`src/rtl/fp32_minmax_reduce.sv`:
```
// fp32_minmax_reduce
//   Streaming min/max reducer for fp32 packets. Each packet arrives on a
//   valid/ready stream delimited by s_last. One result beat is produced per
//   packet, carrying the minimum, the maximum, the element count and a
//   NaN-seen flag.
//   Ordering rules:
//     - NaN is unordered and never becomes min or max.
//     - +0 and -0 compare equal.
//     - Sign and magnitude decide the order.
//     - On a tie the earlier element is kept, with its bit pattern unchanged.
//   A packet made only of NaNs reports the canonical qNaN 7FC00000.
//
//   Optional feature, enabled by defining FP32_MINMAX_INDEX_EN:
//     Adds m_min_idx and m_max_idx, the 0-based packet positions of the
//     reported min and max. These positions saturate the same way as the
//     element count.
//
// Ports
//   clk        in   clock, rising edge
//   rst_n      in   synchronous active-low reset
//   s_valid    in   input beat valid
//   s_ready    out  input beat can be accepted (low while a result is held)
//   s_data     in   fp32 operand
//   s_last     in   final beat of packet
//   m_valid    out  result valid
//   m_ready    in   downstream accepts result
//   m_min      out  smallest ordered element
//   m_max      out  largest ordered element
//   m_count    out  beats accepted in packet, saturating at 2^CNT_W-1
//   m_unord    out  at least one NaN seen
//   m_min_idx  out  (FP32_MINMAX_INDEX_EN) position of m_min
//   m_max_idx  out  (FP32_MINMAX_INDEX_EN) position of m_max
//
// state    | meaning
// ST_FIRST | no beat of the current packet accepted yet; accumulators clear
// ST_ACCUM | packet in progress
// ST_OUT   | result held on m_*, input stalled until m_ready

module fp32_minmax_reduce #(
  parameter int CNT_W = 16
) (
  input  logic             clk,
  input  logic             rst_n,
  input  logic             s_valid,
  output logic             s_ready,
  input  logic [31:0]      s_data,
  input  logic             s_last,
  output logic             m_valid,
  input  logic             m_ready,
  output logic [31:0]      m_min,
  output logic [31:0]      m_max,
  output logic [CNT_W-1:0] m_count,
  output logic             m_unord
`ifdef FP32_MINMAX_INDEX_EN
  ,
  output logic [CNT_W-1:0] m_min_idx,
  output logic [CNT_W-1:0] m_max_idx
`endif
);

  localparam logic [31:0] QNAN = 32'h7FC0_0000;

  typedef enum logic [1:0] {ST_FIRST, ST_ACCUM, ST_OUT} state_t;

  state_t           state_q, state_d;
  logic [31:0]      min_q, min_d, max_q, max_d;
  logic [CNT_W-1:0] count_q, count_d;
  logic             unord_q, unord_d;
  logic             have_ord_q, have_ord_d;
`ifdef FP32_MINMAX_INDEX_EN
  logic [CNT_W-1:0] min_idx_q, min_idx_d, max_idx_q, max_idx_d;
`endif

  function automatic logic is_nan(input logic [31:0] x);
    return (x[30:23] == 8'hFF) && (x[22:0] != 23'd0);
  endfunction

  // Strict a < b. NaNs and the +0/-0 pair are never less than anything.
  function automatic logic fp_lt(input logic [31:0] a, input logic [31:0] b);
    logic both_zero;
    both_zero = (a[30:0] == 31'd0) && (b[30:0] == 31'd0);
    if (is_nan(a) || is_nan(b) || both_zero) return 1'b0;
    if (a[31] != b[31]) return a[31];
    if (!a[31]) return a[30:0] < b[30:0];
    return a[30:0] > b[30:0];
  endfunction

  // In ST_FIRST the accumulators start from a clean slate. This means a
  // single update path covers both the first beat and every later beat.
  logic             first;
  logic [CNT_W-1:0] count_base;
  logic             unord_base;
  logic             have_base;
  logic             d_nan;

  assign first      = (state_q == ST_FIRST);
  assign count_base = first ? '0 : count_q;
  assign unord_base = first ? 1'b0 : unord_q;
  assign have_base  = first ? 1'b0 : have_ord_q;
  assign d_nan      = is_nan(s_data);

  always_comb begin
    state_d    = state_q;
    min_d      = min_q;
    max_d      = max_q;
    count_d    = count_q;
    unord_d    = unord_q;
    have_ord_d = have_ord_q;
`ifdef FP32_MINMAX_INDEX_EN
    min_idx_d  = min_idx_q;
    max_idx_d  = max_idx_q;
`endif
    case (state_q)
      ST_FIRST, ST_ACCUM: begin
        if (s_valid) begin
          count_d    = (count_base == '1) ? count_base : count_base + CNT_W'(1);
          unord_d    = unord_base | d_nan;
          have_ord_d = have_base;
          if (!d_nan) begin
            if (!have_base) begin
              min_d      = s_data;
              max_d      = s_data;
              have_ord_d = 1'b1;
`ifdef FP32_MINMAX_INDEX_EN
              min_idx_d  = count_base;
              max_idx_d  = count_base;
`endif
            end else begin
              if (fp_lt(s_data, min_q)) begin
                min_d = s_data;
`ifdef FP32_MINMAX_INDEX_EN
                min_idx_d = count_base;
`endif
              end
              if (fp_lt(max_q, s_data)) begin
                max_d = s_data;
`ifdef FP32_MINMAX_INDEX_EN
                max_idx_d = count_base;
`endif
              end
            end
          end
          if (s_last) begin
            state_d = ST_OUT;
            if (!have_ord_d) begin
              min_d = QNAN;
              max_d = QNAN;
            end
          end else begin
            state_d = ST_ACCUM;
          end
        end
      end
      ST_OUT: begin
        if (m_ready) begin
          state_d    = ST_FIRST;
          min_d      = '0;
          max_d      = '0;
          count_d    = '0;
          unord_d    = 1'b0;
          have_ord_d = 1'b0;
`ifdef FP32_MINMAX_INDEX_EN
          min_idx_d  = '0;
          max_idx_d  = '0;
`endif
        end
      end
      default: state_d = ST_FIRST;
    endcase
  end

  always_ff @(posedge clk) begin
    if (!rst_n) begin
      state_q    <= ST_FIRST;
      min_q      <= '0;
      max_q      <= '0;
      count_q    <= '0;
      unord_q    <= 1'b0;
      have_ord_q <= 1'b0;
`ifdef FP32_MINMAX_INDEX_EN
      min_idx_q  <= '0;
      max_idx_q  <= '0;
`endif
    end else begin
      state_q    <= state_d;
      min_q      <= min_d;
      max_q      <= max_d;
      count_q    <= count_d;
      unord_q    <= unord_d;
      have_ord_q <= have_ord_d;
`ifdef FP32_MINMAX_INDEX_EN
      min_idx_q  <= min_idx_d;
      max_idx_q  <= max_idx_d;
`endif
    end
  end

  assign s_ready = (state_q != ST_OUT);
  assign m_valid = (state_q == ST_OUT);
  assign m_min   = min_q;
  assign m_max   = max_q;
  assign m_count = count_q;
  assign m_unord = unord_q;
`ifdef FP32_MINMAX_INDEX_EN
  assign m_min_idx = min_idx_q;
  assign m_max_idx = max_idx_q;
`endif

endmodule

```
`config.mk`:
```
export PLATFORM = sky130hd
export DESIGN_NAME = fp32_minmax_reduce
export DESIGN_NICKNAME = d
export VERILOG_FILES = /design/src/rtl/fp32_minmax_reduce.sv
export SDC_FILE = /design/constraint.sdc
export NUM_CORES = 1
export LEC_CHECK = 0
export BUFFER_PORTS_ARGS = -buffer_cell sky130_fd_sc_hd__buf_2
export CAP_MARGIN = 20
export CELL_PAD_IN_SITES_DETAIL_PLACEMENT = 1
export CELL_PAD_IN_SITES_GLOBAL_PLACEMENT = 1
export CORE_MARGIN = 8
export CORE_UTILIZATION = 37
export CTS_CLUSTER_DIAMETER = 40
export CTS_CLUSTER_SIZE = 14
export DETAILED_ROUTE_END_ITERATION = 8
export HOLD_SLACK_MARGIN = 0.15
export PLACE_DENSITY_LB_ADDON = 0.15
export SLEW_MARGIN = 20
export SYNTH_ARGS = -nofsm -noshare
export SYNTH_HDL_FRONTEND = slang
export SYNTH_SLANG_ARGS = --single-unit
```
`constraint.sdc`:
```
create_clock -name clk -period 2.8 [get_ports clk]
set_input_delay 0.14 -clock clk [delete_from_list [all_inputs] [get_ports clk]]
set_output_delay 0.14 -clock clk [all_outputs]
set_load 0.01 [all_outputs]
```
==> flow_metrics.tcl <==
set metrics [dict create \
    slew_headroom_pct 52.28 \
    yosysMostFrequentCell "dfxtp_1" \
    ys_seq_area_share_pct 30.10 \
    pwr_density_cell_nw_per_um2 492.8 \
    grt_util_met3_pct 4.441 \
    grt_pass1_wl_um 36490 \
    fmax_mhz 364.3 \
    finalSetupViolCount 0 \
    antenna_found_initial 0 \
    final_antenna_net_count 0 \
    insertion_delay_ns 0.35 \
    synth_nets 768 \
    initial_utilization_pct 37.30 \
    crit_chain "inv_2, ha_4, nand4_1, inv_1, a221oi_2, o21ai_2, or4_4, a311oi_4, buf_6, clkbuf_16, a22o_1" \
    hpwl_um 17300 \
    drt_iter0_markers 404 \
    num_rows 45 \
    gp_congestion 0.9065 \
    io_pins 120 \
    hold_ws_ns 0.1579 \
    hold_viol 0 \
    io_buffers 119 \
    totalWireLength_um 23980 \
    leakage_nw 3.605 \
    clk_pin_slew_ns 0.07 \
    avgSynthCellArea_um2 8.363 \
    viasPerCell 5.909 \
    crit_path_max_incr_delay_ns 0.58 \
    slowest_stage "or4_4" \
    diodes 0 \
    period_share_pct 98.04 \
    synth_area_um2 5587 \
    busiest_layer "met2" \
    hold_path_class "in -> reg" \
    drive_above_1_share_pct 34.13 \
    max-vdd-ir-drop_mv 0.2792 \
    grt_max_degree 25 \
    power_mw 3.897 \
    wl_per_cell_um 22.41 \
    slew_violations 0 \
    synth_warnings 0 \
    use_met2_pct 40.84 \
    utilization_pct 52.81 \
    power_frac_seq_pct 34.9 \
    cp.required_ns 3.09 \
    fin_skew_ns 0.007055 \
    synth-seq-cells 84 \
    numCtsBuffers 9 \
    dp_cells 1018 \
    core-area_um2 14980 \
    first_global_vias 6711 \
    yosys-top-cells-count "dfxtp_1, nand2_1, inv_1" \
    fin_crit_ns 2.745 \
    p_switching_mw 1.287 \
    intPower_mw 2.610 \
    grt_use_met1_pct 27.77 \
    postSynth.asyncResetShare_pct 0 \
    finalNonFillerCells 1070 \
    die_h_um 138.9 \
    vias 6323 \
    grt_use_total_pct 23.44 \
    htreeDepth 3 \
    synth_top_area_share_pct 30.10 \
    cts.sinks 84 \
    dieArea_um2 19290 \
    synth_cell_types 61 \
    end_kind "flop" \
    synth.largest_area_cell "dfxtp_1" \
    fin_nets 978 \
    critPathKind "reg -> reg" \
    drc_errors 0 \
    overflow 0 \
    max-cap-violations 0 \
    ys.flop_type "dfxtp_1" \
    outcome "completed" \
    syn_inst 668 \
    cts_tree "yes" \
    cts-root-buf "clkbuf_16" \
    clkPwrFrac_pct 33.9 \
    worst_pin_slew_ns 0.7119 \
    area_growth_pct 41.57 \
    crit_arrival_ns 3.04 \
    synthTopCellsByArea "dfxtp_1, ha_1, nand2_1, inv_1, o311ai_4" \
    cp_max_fo 5 \
    drt_pass1_iterations 4 \
    p_sw_share_pct 33.03 \
    die_w_um 138.9 \
    synth_edf_count 0 \
    cts_buffer_depth 2 \
    power_frac_comb_pct 31.2 \
    worst_setup_path_start_kind "flop" \
]
==> sequential cells by signal, summed over array words and instances, names as in the netlist <==
register and flops:
have_ord_q 1, m_max 32, m_min 32, m_count 16, state_q 2, m_unord 1
==> logic make-up (layout without fill, tap and decap cells) <==
kind of cell	Yosys count	in the layout	synth area share [%]
xor gates and xnor gates	3	3	0.4704
adders and majority gates	63	63	14.11
DFF	84	84	30.10
and+or+nand+nor	238	239	21.75
buffers and inverters	103	316	7.883
AOI/OAI and AO/OA	177	177	25.69
==> layout by cell type, fill, tap and decap left out, types with 5 or more instances in the layout <==
| master | count |
|---|---|
| a21oi_1 | 29 |
| a21oi_2 | 5 |
| a221oi_1 | 9 |
| a22o_1 | 23 |
| and3_1 | 12 |
| and4_1 | 6 |
| buf_2 | 116 |
| buf_4 | 72 |
| clkbuf_16 | 11 |
| dfxtp_1 | 70 |
| dfxtp_2 | 13 |
| dlygate4sd3_1 | 25 |
| ha_1 | 52 |
| ha_4 | 11 |
| inv_1 | 71 |
| inv_2 | 5 |
| nand2_1 | 83 |
| nand3_1 | 20 |
| nand4_1 | 24 |
| nor2_1 | 31 |
| nor4_1 | 15 |
| o21ai_0 | 19 |
| o21ai_2 | 5 |
| o22ai_1 | 23 |
| o311ai_4 | 9 |
| o32ai_1 | 8 |
| or2_2 | 5 |
| or4_1 | 5 |
==> what timing repair did <==
action	4_1_cts	5_1_grt
cloned	0	5
pin swaps	2	22
endpoints found under the hold margin	43	0
setup endpoints to repair	64	64
hold buffers	25	0
resized for setup	7	80
buffers inserted	0	7
==> worst paths after layout <==
check	from	to	slack, ns	depth (start not counted)
setup / recovery	m_min[26]	m_min[20]	0.05	11
hold / removal	s_data[0]	m_min[0]	0.16	3
setup reg to reg	m_min[26]	m_min[20]	0.05	11
hold reg to reg	have_ord_q	have_ord_q	0.49	2
==> through the flow <==
| stage | setup WS, ns | area [µm²] | setup TNS (ns) |
|---|---|---|---|
| after detailed placement | -0.1434 | 6839 | -3.568 |
| after global placement | -0.1175 | 6834 | -2.920 |
| after CTS | -0.0001605 | 7431 | -0.0001605 |
| final | 0.05491 | 7909 | 0 |
| after global routing | -0.02964 | 7909 | -0.2532 |
| after floorplan | 0.005723 | 5599 | 0 |
==> layout make-up <==
class | count | area [µm²]
Sequential cell | 84 | 1702
Inverter | 76 | 285.3
Tap cell | 188 | 235.2
Timing Repair Buffer | 225 | 1562
Clock buffer | 11 | 242.7
Multi-Input combinational cell | 482 | 3809
Clock inverter | 4 | 73.82
Fill cell | 1774 | 7068
==> worst max-delay path, delay by kind of cell, from the launching register on <==
| kind | cells | cell delay [ns] |
|---|---|---|
| buf+inv | 4 | 0.50 |
| fa+ha+maj | 1 | 0.22 |
| flops | 1 | 0.35 |
| compound gates | 4 | 0.80 |
| simple gates | 2 | 0.80 |
==> power by group through the flow <==
stage / Clock (mW) / Combinational [mW] / Sequential [mW]
detailed placement: 0 / 1.02 / 1.38
floorplan: 0 / 0.518 / 1.41
global placement: 0 / 0.977 / 1.37
CTS: 1.33 / 1.06 / 1.35
finish: 1.32 / 1.21 / 1.36
global route: 1.39 / 1.31 / 1.37
==> metal layers <==
layer / vias to the layer above / part of all wire [%]
li1: 2918 / -
met1: 3134 / 43
met2: 202 / 49
met3: 69 / 4.5
met4: 0 / 3.8
met5: - / 0
No activity file was read; power rests on OpenSTA's default activity.
